**src/rtl/aux_cmd_engine.sv**
```systemverilog
// aux_cmd_engine: executes host command words from aux_io on the register bus and returns responses.
// Define AUX_CMD_ACK_TIMEOUT_EN to bound the wait for reg_ack to ACK_TIMEOUT cycles.
module aux_cmd_engine #(
    parameter logic [7:0] ACK_TIMEOUT = 8'd255
) (
    input  logic        clk,
    input  logic        reset,
    output logic        aux_read_req,
    output logic        aux_write_req,
    output logic [31:0] aux_data_write,
    input  logic [31:0] aux_data_read,
    input  logic        aux_busy,
    output logic [15:0] reg_addr,
    output logic [31:0] reg_wdata,
    output logic        reg_we,
    output logic        reg_re,
    input  logic [31:0] reg_rdata,
    input  logic        reg_ack,
    output logic [15:0] cmd_count,
    output logic        err_flag
);
    typedef enum logic [3:0] {
        IDLE, RD_HDR, WT_HDR, DECODE, RD_DAT, WT_DAT,
        REG_OP, WT_ACK, WR_RSP, WT_RSP, WR_DAT, WT_DAT2
    } state_t;

    localparam logic [1:0] OP_NOP = 2'b00;
    localparam logic [1:0] OP_WR  = 2'b01;
    localparam logic [1:0] OP_RD  = 2'b10;

    state_t      state;
    logic [1:0]  hdr_op;
    logic [15:0] hdr_addr;
    logic [31:0] data_reg;
    logic        err;
    logic        skip;
    logic        aux_done;
    logic        ack_tmo;

    // skip masks the cycle right after a request, before aux_busy has risen
    assign aux_done = !skip && !aux_busy;

`ifdef AUX_CMD_ACK_TIMEOUT_EN
    logic [7:0] ack_cnt;

    assign ack_tmo = !reg_ack && ack_cnt == ACK_TIMEOUT - 8'd1;

    always_ff @(posedge clk or posedge reset) begin
        if (reset) ack_cnt <= '0;
        else       ack_cnt <= state == WT_ACK ? ack_cnt + 8'd1 : '0;
    end
`else
    logic unused_ack_timeout;

    assign unused_ack_timeout = ^ACK_TIMEOUT;
    assign ack_tmo = 1'b0;
`endif

    always_ff @(posedge clk or posedge reset) begin
        if (reset) begin
            state          <= IDLE;
            aux_read_req   <= 1'b0;
            aux_write_req  <= 1'b0;
            aux_data_write <= '0;
            reg_addr       <= '0;
            reg_wdata      <= '0;
            reg_we         <= 1'b0;
            reg_re         <= 1'b0;
            cmd_count      <= '0;
            err_flag       <= 1'b0;
            hdr_op         <= '0;
            hdr_addr       <= '0;
            data_reg       <= '0;
            err            <= 1'b0;
            skip           <= 1'b0;
        end else begin
            aux_read_req  <= 1'b0;
            aux_write_req <= 1'b0;
            reg_we        <= 1'b0;
            reg_re        <= 1'b0;
            skip          <= 1'b0;
            case (state)
                IDLE: begin
                    state        <= RD_HDR;
                    aux_read_req <= 1'b1;
                end
                RD_HDR: begin
                    state <= WT_HDR;
                    skip  <= 1'b1;
                end
                WT_HDR: if (aux_done) begin
                    hdr_op   <= aux_data_read[31:30];
                    hdr_addr <= aux_data_read[15:0];
                    err      <= 1'b0;
                    state    <= DECODE;
                end
                DECODE: case (hdr_op)
                    OP_NOP: begin
                        state        <= RD_HDR;
                        aux_read_req <= 1'b1;
                    end
                    OP_WR: begin
                        state        <= RD_DAT;
                        aux_read_req <= 1'b1;
                    end
                    OP_RD: begin
                        state    <= REG_OP;
                        reg_re   <= 1'b1;
                        reg_addr <= hdr_addr;
                    end
                    default: begin
                        err            <= 1'b1;
                        err_flag       <= 1'b1;
                        state          <= WR_RSP;
                        aux_write_req  <= 1'b1;
                        aux_data_write <= {hdr_op, 1'b1, 13'b0, hdr_addr};
                    end
                endcase
                RD_DAT: begin
                    state <= WT_DAT;
                    skip  <= 1'b1;
                end
                WT_DAT: if (aux_done) begin
                    data_reg  <= aux_data_read;
                    reg_wdata <= aux_data_read;
                    reg_addr  <= hdr_addr;
                    reg_we    <= 1'b1;
                    state     <= REG_OP;
                end
                REG_OP: state <= WT_ACK;
                WT_ACK: if (reg_ack || ack_tmo) begin
                    state          <= WR_RSP;
                    aux_write_req  <= 1'b1;
                    aux_data_write <= {hdr_op, err | ack_tmo, 13'b0, hdr_addr};
                    data_reg       <= reg_ack ? reg_rdata : data_reg;
                    err            <= err | ack_tmo;
                    err_flag       <= err_flag | ack_tmo;
                end
                WR_RSP: begin
                    state <= WT_RSP;
                    skip  <= 1'b1;
                end
                WT_RSP: if (aux_done) begin
                    if (hdr_op == OP_RD) begin
                        state          <= WR_DAT;
                        aux_write_req  <= 1'b1;
                        aux_data_write <= err ? 32'h0 : data_reg;
                    end else begin
                        cmd_count    <= cmd_count + 16'd1;
                        state        <= RD_HDR;
                        aux_read_req <= 1'b1;
                    end
                end
                WR_DAT: begin
                    state <= WT_DAT2;
                    skip  <= 1'b1;
                end
                WT_DAT2: if (aux_done) begin
                    cmd_count    <= cmd_count + 16'd1;
                    state        <= RD_HDR;
                    aux_read_req <= 1'b1;
                end
                default: state <= IDLE;
            endcase
        end
    end
endmodule
```
**config.mk**
```make
export PLATFORM = sky130hd
export DESIGN_NAME = aux_cmd_engine
export DESIGN_NICKNAME = d
export VERILOG_FILES = /design/src/rtl/aux_cmd_engine.sv
export SDC_FILE = /design/constraint.sdc
export NUM_CORES = 1
export LEC_CHECK = 0
export ABC_AREA = 1
export BUFFER_PORTS_ARGS = -buffer_cell sky130_fd_sc_hd__buf_4
export CORE_MARGIN = 1
export CORE_UTILIZATION = 53
export CTS_CLUSTER_SIZE = 25
export DETAILED_ROUTE_END_ITERATION = 7
export PLACE_DENSITY = 0.83
export SYNTH_ARGS = -nofsm -noshare
export SYNTH_HDL_FRONTEND = slang
export SYNTH_SLANG_ARGS = --single-unit
```
**constraint.sdc**
```tcl
create_clock -name clk -period 11.9 [get_ports clk]
set_clock_uncertainty 0.15 [all_clocks]
set_input_delay 1.19 -clock clk [delete_from_list [all_inputs] [get_ports clk]]
set_output_delay 1.19 -clock clk [all_outputs]
set_load 0.02 [all_outputs]
```
; Word-level counts from Yosys, hierarchy flattened
; Cells that the tools add are included.
; Widths: inputs -> output; s select.
[op_classes]
addsub = 1
n_eq_ne = 22
mux = 40
n_bitwise = 1
n_reduce_logical = 22
[ops]
columns = cell, n
row1 = $mux 32, 7
row2 = $pmux 32 s3, 1
row3 = $mux 16, 5
row4 = $pmux 16 s2, 2
row5 = $pmux 32 s2, 1
row6 = $pmux 4 s12, 1
row7 = $mux 4, 6
row8 = $ne 2x2->1 const B, 9
row9 = $add 16x1->16 const B, 1
row10 = $eq 4x3->1 const B, 4
row11 = $eq 4x4->1 const B, 4
row12 = $mux 1, 13
row13 = $pmux 4 s3, 1
row14 = $reduce_and 5->1, 2
row15 = $reduce_and 3->1, 3
row16 = $eq 4x2->1 const B, 2
row17 = $reduce_bool 2->1, 4
row18 = $reduce_and 2->1, 3
row19 = $eq 4x1->1 const B, 1
row20 = $logic_not 4->1, 1
row21 = $pmux 1 s4, 1
row22 = $reduce_and 4->1, 1
row23 = $reduce_or 4->1, 1
row24 = $pmux 1 s3, 1
row25 = other kinds (10), 11
[word_totals]
register_bits = 157
in_bits = 68

; Depth between registers and ports, before layout
; Gate-level depths: netlist (run 1).
[depth]
depth_word = 4
depth_mapped = 9
mapped_depth_nobuf = 9

; Least setup slack after synthesis (run 1)
; OpenSTA, ideal clock, no wires.
[synth_path]
path_kind = input-to-reg
startpoint = input port aux_busy
endpoint = register aux_data_write[21]
setup_ps = 123
t_arrival_ps = 2141
t_required_ps = 11627
setup_slack_ps = 9486
path_stages = 7
n_path_buf = 1
cell_sequence = nor2_1 nand2_1 nand2_1 nand3_2 buf_4 o21ai_0 nand2_1
[synth_via]
elab_chain_cells = 4
[synth_rtl]
columns = item, line_no
row1 = "start, declared", 12  ; input logic aux_busy,
row2 = $logic_not 1->1, 41  ; assign aux_done = !skip && !aux_busy;
row3 = $logic_and 1x1->1, 41
row4 = $ne 2x2->1 (no source line), --
row5 = $reduce_and 5->1 (no source line), --
row6 = "end signal, assigned", 116  ; aux_data_write <= {hdr_op, 1'b1, 13'b0, hdr_addr};
row7 = "end signal, assigned", 134  ; aux_data_write <= {hdr_op, err | ack_tmo, 13'b0, hdr_addr};
row8 = "end signal, assigned", 147  ; aux_data_write <= err ? 32'h0 : data_reg;
row9 = "end, declared", 10  ; output logic [31:0] aux_data_write,
; Every way passes these cells.
; A chain may end at the register's enable or synchronous reset.

; Final worst setup path (run 1)
[layout_path]
startpoint = input port aux_busy
endpoint = register aux_data_write[9]
; Same word-level chain as after synthesis.

==> results.md, run 1 <==
- Yosys warnings: 0
- # diodes: 0
- DPL Wire Length: 11.99 mm
- Top-area cell type share of the netlist area: 53.73%
- CP Launch Type: primary input
- Sequential area share after synthesis: 53.73%
- Yosys cell types: 30
- Nets: 1106
- H-tree depth: 4
- Leak: 0.004926 uW
- Xor/xnor share of the synthesized area: less than 1%
- Post-synthesis mux area share: 0%
- Final worst path period need: 3.006 ns
- Design Area, Final: ~9100 um^2
- First-pass GRT wire length: a little under 30 mm
- Port Buffers: 168
- Hold_sp: err_flag$_DFFE_PP0P_
- Num ports: approximately 170
- Number of global-route vias before repair: a little under 6000
- FP Rows: 42
- Routed vias: approximately 6300
- Reg2Reg Setup Slack: a little over 9 ns
- Worst hold path cell count: 2
- CP max-delay cell: nor2_8
- Pwr per Cell Area: between 200 and 300 nW/um^2
- GRT overflow: 0
- Cell Area, Synth: ~7300 um^2
- Post_cts resized: 0
- Initial drt markers: 464
- Async SR Flop Fraction: 100.0%
- RSZ-0062 raised after global routing: false
- Gate Count Post-Synth: 883
- WL/cell: about 14 um
- Clock Sinks: between 150 and 200
- CP most frequent cell: nand2_1
- Area growth, synth to finish: 24.97%
- Total global routing track utilization: 26.38%
- Postcts setup bufs: 0
- Worst-Margin Slew: roughly 1.1 ns
- Largest cells by area after synthesis: dfrtp_1 (54%), nand2_1 (15%), o21ai_0 (8.8%)
- RR Endpoint: aux_data_write[9]$_DFFE_PP0P_
- Final ANT Viol Nets: 0
- Mean post-synth cell area: 8.281 um^2
- Drt pass-1 iters: 5
- Top_reg_cell synth: dfrtp_1
- CP Class: primary input to flop
- TritonCTS buffer count: 17
- Worst Path Arrival: 3.21 ns
- Die ar.: 14270 um^2
- Hold Path Class: flop to flop
- Simple-gate share of the synthesized area: 22.02%
- Cell taking the most area after synthesis: dfrtp_1
- Main combinational cell family by area after synthesis: simple AND/OR/NAND/NOR gates
- Critical path's largest stage delay: 0.62 ns
- Crit. End Element: flop
- GRT Max-Usage Layer: met2
- Placed Area: 8573 um^2
- Final hold slack: between 0.3 and 0.4 ns
- Worst-path cell chain: buf_4 -> nor2_1 -> nand2_1 -> nand2_1 -> nand3_2 -> nor2_8 -> nand2_1 -> nand2_1
- Root buf cell: clkbuf_16
- Post-Route Setup TNS: 0 ns
- RD Place Congestion: between 0.8 and 0.9
- Fin. max-slew vios: 0
- Die height: around 120 um
- Period utilisation layout: 25.26%
- Reg clk slew, reported paths: 0.06 ns
- Max-Cap Viols: 0
- Post-synthesis compound-gate area fraction: 13.64%
- Synth Area in Adders: 1.198%
- Met1 Track Usage GR: 36.24%
- Met3 Track Usage GR: 5.412%
- Worst-Skew Late Latency: ~0.42 ns
- Hold EP: err_flag$_DFFE_PP0P_
- Hold_buf cts: 0
- FMAX: 0.3327 GHz
- Largest net degree at the start of global routing: 83
- Reg2reg start: hdr_op[0]$_DFFE_PP0P_
- Endpoints failing hold: 0
- Layout cell share with drive strength beyond 1: 21.57%
- CTS tree: done
- Number of synthesized flops with an enable pin: 0
- Die Wd: between 100 and 150 um
- Relative slew slack: roughly 28%
- Status: finished clean
- Post-Syn Nets: approximately 960
- Final setup vio count: 0
- Core area: about 13000 um^2
- Reg2Reg Depth: 8
- Worst Path Max Fanout: 33
- Peak VDD IR: 140.5 uV
- Initial core utilization: 54.78%
- Initial antenna violation count: 0
- Met2 Track Usage GR: 40.90%
- WP data required: about 12 ns
- DR DRC count: 0
- Wirelength, routed: about 18 mm
- Yosys reg bits: 157
- Vias per cell: 5.153
- CTS max path bufs: 2
==> worst max path at each step <==
stage             start                             end
2_1_floorplan     reset   aux_data_write[0]$_DFFE_PP0P_
3_5_place_dp   aux_busy   aux_data_write[0]$_DFFE_PP0P_
5_1_grt        aux_busy   aux_data_write[0]$_DFFE_PP0P_
6_report       aux_busy   aux_data_write[9]$_DFFE_PP0P_
4_1_cts        aux_busy  aux_data_write[21]$_DFFE_PP0P_
3_3_place_gp   aux_busy   aux_data_write[9]$_DFFE_PP0P_
==> logic make-up (layout without fill, tap and decap cells) <==
logic type	after synthesis	after routing
fa+ha+maj	7	7
xor+xnor	8	8
compound gates	182	182
simple gates	389	389
buf+inv	140	300
flops	157	157
==> layout by cell type (no fill, tap or decap), types with 2 or more instances in the layout <==
master	n
clkinv_2	4
xnor2_1	2
nor2_2	3
nand2_1	293
o22ai_1	2
dfrtp_1	157
clkbuf_1	3
inv_1	92
ha_1	7
buf_4	171
nand2_2	9
nor2_1	40
xor2_1	6
inv_2	5
clkbuf_16	17
nand4_1	5
nand3b_1	2
o21ai_0	129
o211ai_1	32
clkbuf_8	5
o21ai_1	16
nor2_4	4
nand3_2	2
nand3_1	28
==> power by group <==
part | leakage, uW | internal [uW] | total [uW] | switching [uW]
Clock | 0.000283 | 313 | 518 | 204
Combinational | 0.00263 | 344 | 938 | 595
Sequential | 0.00201 | 756 | 895 | 139
==> worst max-delay path, delay by kind of cell <==
family	cells	cell delay (ns)
buffers and inverters	1	0.11
AND/OR/NAND/NOR	7	1.91
==> synthesized netlist by cell type, types with 4 or more instances <==
master / instances
nand2_1: 294
dfrtp_1: 157
o21ai_0: 129
inv_1: 93
nor2_1: 40
o211ai_1: 32
nand3_1: 28
o21ai_1: 16
buf_2: 15
clkbuf_1: 9
buf_4: 8
nand2_2: 8
ha_1: 7
xor2_1: 6
buf_6: 5
clkbuf_2: 5
inv_2: 5
nand4_1: 5
nor2_4: 4
==> final cells by class <==
class | count | area, um^2
clock buffer | 25 | 505.5
clock inverter | 6 | 58.81
fill | 1116 | 4210
inverter | 98 | 372.9
multi-input combinational | 586 | 2768
sequential | 157 | 3929
tap | 176 | 220.2
timing repair buffer | 171 | 1284
==> metrics by stage <==
step                setup WS, ns  util (%)  instances  total power [uW]
finish                     8.894     68.46       1219              2351
global route               8.680     68.46       1219              2515
CTS                        8.893     68.46       1219              2364
detailed placement         8.464     64.23       1188              1841
global placement           8.529     64.23       1188              1816
floorplan                  6.325         -        883              1497
==> routing by layer <==
layer,routed length [um],share of wire (%)
met5,0,0
met4,414,2.3
met1,7993,45
met2,8313,47
met3,923,5.2
Note: power is estimated with default switching activity, not from simulation.
==> inputs of run 2 (changes only) <==
--- a/config.mk
+++ b/config.mk
@@ -5,13 +5,13 @@
 export SDC_FILE = /design/constraint.sdc
 export NUM_CORES = 1
 export LEC_CHECK = 0
-export ABC_AREA = 1
+export ABC_AREA = 0
 export BUFFER_PORTS_ARGS = -buffer_cell sky130_fd_sc_hd__buf_4
 export CORE_MARGIN = 1
-export CORE_UTILIZATION = 53
+export CORE_UTILIZATION = 48
 export CTS_CLUSTER_SIZE = 25
 export DETAILED_ROUTE_END_ITERATION = 7
-export PLACE_DENSITY = 0.83
+export PLACE_DENSITY = 0.8
 export SYNTH_ARGS = -nofsm -noshare
 export SYNTH_HDL_FRONTEND = slang
 export SYNTH_SLANG_ARGS = --single-unit
==> constraint.sdc (replaced) <==
create_clock -name clk -period 2.5 [get_ports clk]
set_clock_uncertainty 0.15 [all_clocks]
set_input_delay 0.25 -clock clk [delete_from_list [all_inputs] [get_ports clk]]
set_output_delay 0.25 -clock clk [all_outputs]
set_load 0.02 [all_outputs]
==> run 2 against run 1 <==
Effect of this change:
- largest cell class unchanged
- register-to-register slack worse by 9.2 ns
- first-iteration DRC count is 32% lower
- final cell count is 15% lower
- total power grew to 5.0 times the previous value
- core utilization is 0.75 points higher
- setup slack got worse by 8.8 ns
==> results.md, run 2 <==
- Fin. max-slew vios: 0 (unchanged)
- Top-area cell type share of the netlist area: 56.94% (+3.2 points)
- Yosys warnings: 0 (unchanged)
- Worst-Margin Slew: 0.8148 ns (-0.2581 ns)
- Total global routing track utilization: 26.33% (-0.053 points)
- Relative slew slack: 45.68% (+17 points)
- Number of synthesized flops with an enable pin: 0 (unchanged)
- Nets: 922 (-17%)
- Wirelength, routed: 18.66 mm (+5.7%)
- DPL Wire Length: 11.47 mm (-4.3%)
- WL/cell: 17.94 um (+24%)
- CP Class: flop to flop
- Mean post-synth cell area: 11.15 um^2 (+35%)
- Leak: 0.005009 uW (+1.7%)
- Worst-Skew Late Latency: 0.43 ns (about the same)
- Clock Sinks: 157 (unchanged)
- Finished Layout Cells: 1040 (-15%)
- FMAX: roughly 0.41 GHz
- Post-Place Cells: 947 (-20%)
- Cell taking the most area after synthesis: dfrtp_1
- Register area: 3929 um^2 (unchanged)
- Sequential area share after synthesis: 56.94% (+3.2 points)
- Reg2Reg Depth: 5 (-3)
- Filler cell count: 971 (-13%)
- RSZ-0062 raised after global routing: false
- Final setup vio count: 0 (unchanged)
- DR DRC count: 0 (unchanged)
- Root buf cell: clkbuf_16
- Top_reg_cell synth: dfrtp_1
- RD Place Congestion: 0.9197 (+10%)
- Post-layout util: 69.21% (+0.75 points)
- Postcts setup bufs: 0 (unchanged)
- Post-Syn Nets: 694 (-28%)
- Die height: 121.9 um (+2.0%)
- Hold EP: data_reg[6]$_DFFE_PP0P_
- Period utilisation layout: 96.89%
- Routed vias: 5593 (-11%)
- Endpoints failing hold: 0 (unchanged)
- Initial antenna violation count: 0 (unchanged)
- Yosys reg bits: 157 (unchanged)
- H-tree depth: 4 (unchanged)
- Layout cell share with drive strength beyond 1: 31.86% (+10 points)
- Reg clk slew, reported paths: 0.06 ns (about the same)
- Status: finished clean
- CTS max path bufs: 2 (unchanged)
- GRT overflow: 0 (unchanged)
- # diodes: 0 (unchanged)
- Worst slack, placed: 0.1494 ns (-8.315 ns)
- Post-Route Setup TNS: 0 ns (unchanged)
- Worst Path Max Fanout: 16 (-52%)
- Vias per cell: 5.378 (+4.4%)
- Initial drt markers: 314 (-32%)
- Yosys cell types: 48 (+60%)
- Die ar.: 14860 um^2 (+4.1%)
- Initial core utilization: 49.52% (-5.3 points)
- Post-synth top cells: dfrtp_1 (157), nand2_1 (153), mux2i_1 (46)
- Gate Count Post-Synth: 619 (-30%)
- Crit. End Element: flop
- Top-count cell post-synth: dfrtp_1
- Final ANT Viol Nets: 0 (unchanged)
- Port Buffers: 168 (unchanged)
- Largest net degree at the start of global routing: 84 (+1.2%)
- Final worst path period need: 2.422 ns
- Pwr per Cell Area: 1229 nW/um^2 (+380%)
- Die Wd: 121.9 um (+2.0%)
- FP Rows: 43 (+2.4%)
- Area taken by multi-input logic gates: 2749 um^2 (-0.68%)
- Commonest cells after routing, fill and taps aside: buf_4 (182), dfrtp_1 (157), nand2_1 (153)
- Area growth, synth to finish: 39.76%
- Core area: 13930 um^2 (+4.4%)
- Worst Path Arrival: 2.58 ns (-0.63 ns)
- Max-Cap Viols: 0 (unchanged)
- RR Endpoint: reg_addr[13]$_DFFE_PP0P_
- CP Launch Type: flop
- First-pass GRT wire length: 29.38 mm (+0.38%)
- Reg2reg start: state[1]$_DFFE_PP0P_
- Peak VDD IR: 627.1 uV (+350%)
- TritonCTS buffer count: 17 (unchanged)
- Drt pass-1 iters: 5 (unchanged)
- Total power: 11850 uW (+400%)
- CTS tree: done
- Largest cells by area after synthesis: dfrtp_1 (57%), nand2_1 (8.3%), mux2_2 (6.9%)
- Async SR Flop Fraction: 100.0% (unchanged)
- Reg2Reg Setup Slack: 0.08 ns (-9.24 ns)
- Commonest non-fill, non-tap cell in the layout: buf_4
- Hold Path Class: primary input to flop
- Cell Area, Synth: 6900 um^2 (-5.6%)
- Fin worst setup slack: 0.07773 ns (-8.817 ns)
- Worst hold path cell count: 3 (+1)
- Number of global-route vias before repair: 5778 (-2.1%)
- Hold_sp: reg_rdata[6]
- Num ports: 169 (unchanged)
- WP data required: 2.66 ns (-9.45 ns)
## run 2: worst max-delay path: stages (launching register included)
cell and delay, ns:
dfrtp_1 0.57, nand2b_1 0.24, or3_1 0.22, inv_6 0.04
a31oi_4 0.65, mux2_2 0.42
## run 2: routing by layer
metal / global-route usage [%] / wire, um
met5: 0 / 0
met4: 11.03 / 441
met3: 6.695 / 1282
met2: 44.70 / 9482
met1: 31.71 / 7451
## run 2: cell type report
class / instances / share of cell area, %
clock buffer: 19 / 4.593
clock inverter: 13 / 1.933
inverter: 23 / 0.9860
multi-input combinational: 403 / 28.50
sequential: 157 / 40.74
tap: 180 / 2.335
timing repair buffer: 245 / 20.91
## run 2: metrics by stage
stage          hold slack [ns]  area [um^2]
3_3_place_gp            0.2741         8393
4_1_cts              0.0007588         9633
2_1_floorplan           0.2054         6904
3_5_place_dp            0.2841         8393
6_report              0.001897         9644
5_1_grt                0.01399         9644
## run 2: kinds of logic (layout without fill, tap and decap cells)
kind of cell               Yosys count  in the layout  synth area share [%]
buffers and inverters               59            300                 3.699
AOI/OAI and AO/OA                   74             74                 7.271
muxes                               98             98                 15.70
adders and majority gates            7              7                 1.269
DFF                                157            157                 56.94
xor gates and xnor gates            15             15                 1.904
and+or+nand+nor                    209            209                 13.22
## run 2: timing repair
action | CTS | global route
hold buffers | 61 | 0
resized for setup | 0 | 1
endpoints found under the setup margin | 0 | 5
hold endpoints to repair | 235 | 0
## run 2: where the power goes
part / total (uW) / leakage, uW / switching, uW / internal [uW]
combinational: 4690 / 0.00274 / 2500 / 2190
clock: 2750 / 0.000296 / 1050 / 1700
sequential: 4420 / 0.00198 / 772 / 3650
## run 2: worst max-delay path by stage
stage | to | start | slack (ns)
floorplan | aux_data_write[0]$_DFFE_PP0P_ | reset | 0.11
global placement | reg_addr[12]$_DFFE_PP0P_ | state[1]$_DFFE_PP0P_ | 0.27
detailed placement | reg_addr[13]$_DFFE_PP0P_ | state[1]$_DFFE_PP0P_ | 0.15
CTS | reg_addr[13]$_DFFE_PP0P_ | state[1]$_DFFE_PP0P_ | 0.15
global route | reg_addr[11]$_DFFE_PP0P_ | state[1]$_DFFE_PP0P_ | 0.02
finish | reg_addr[13]$_DFFE_PP0P_ | state[1]$_DFFE_PP0P_ | 0.08
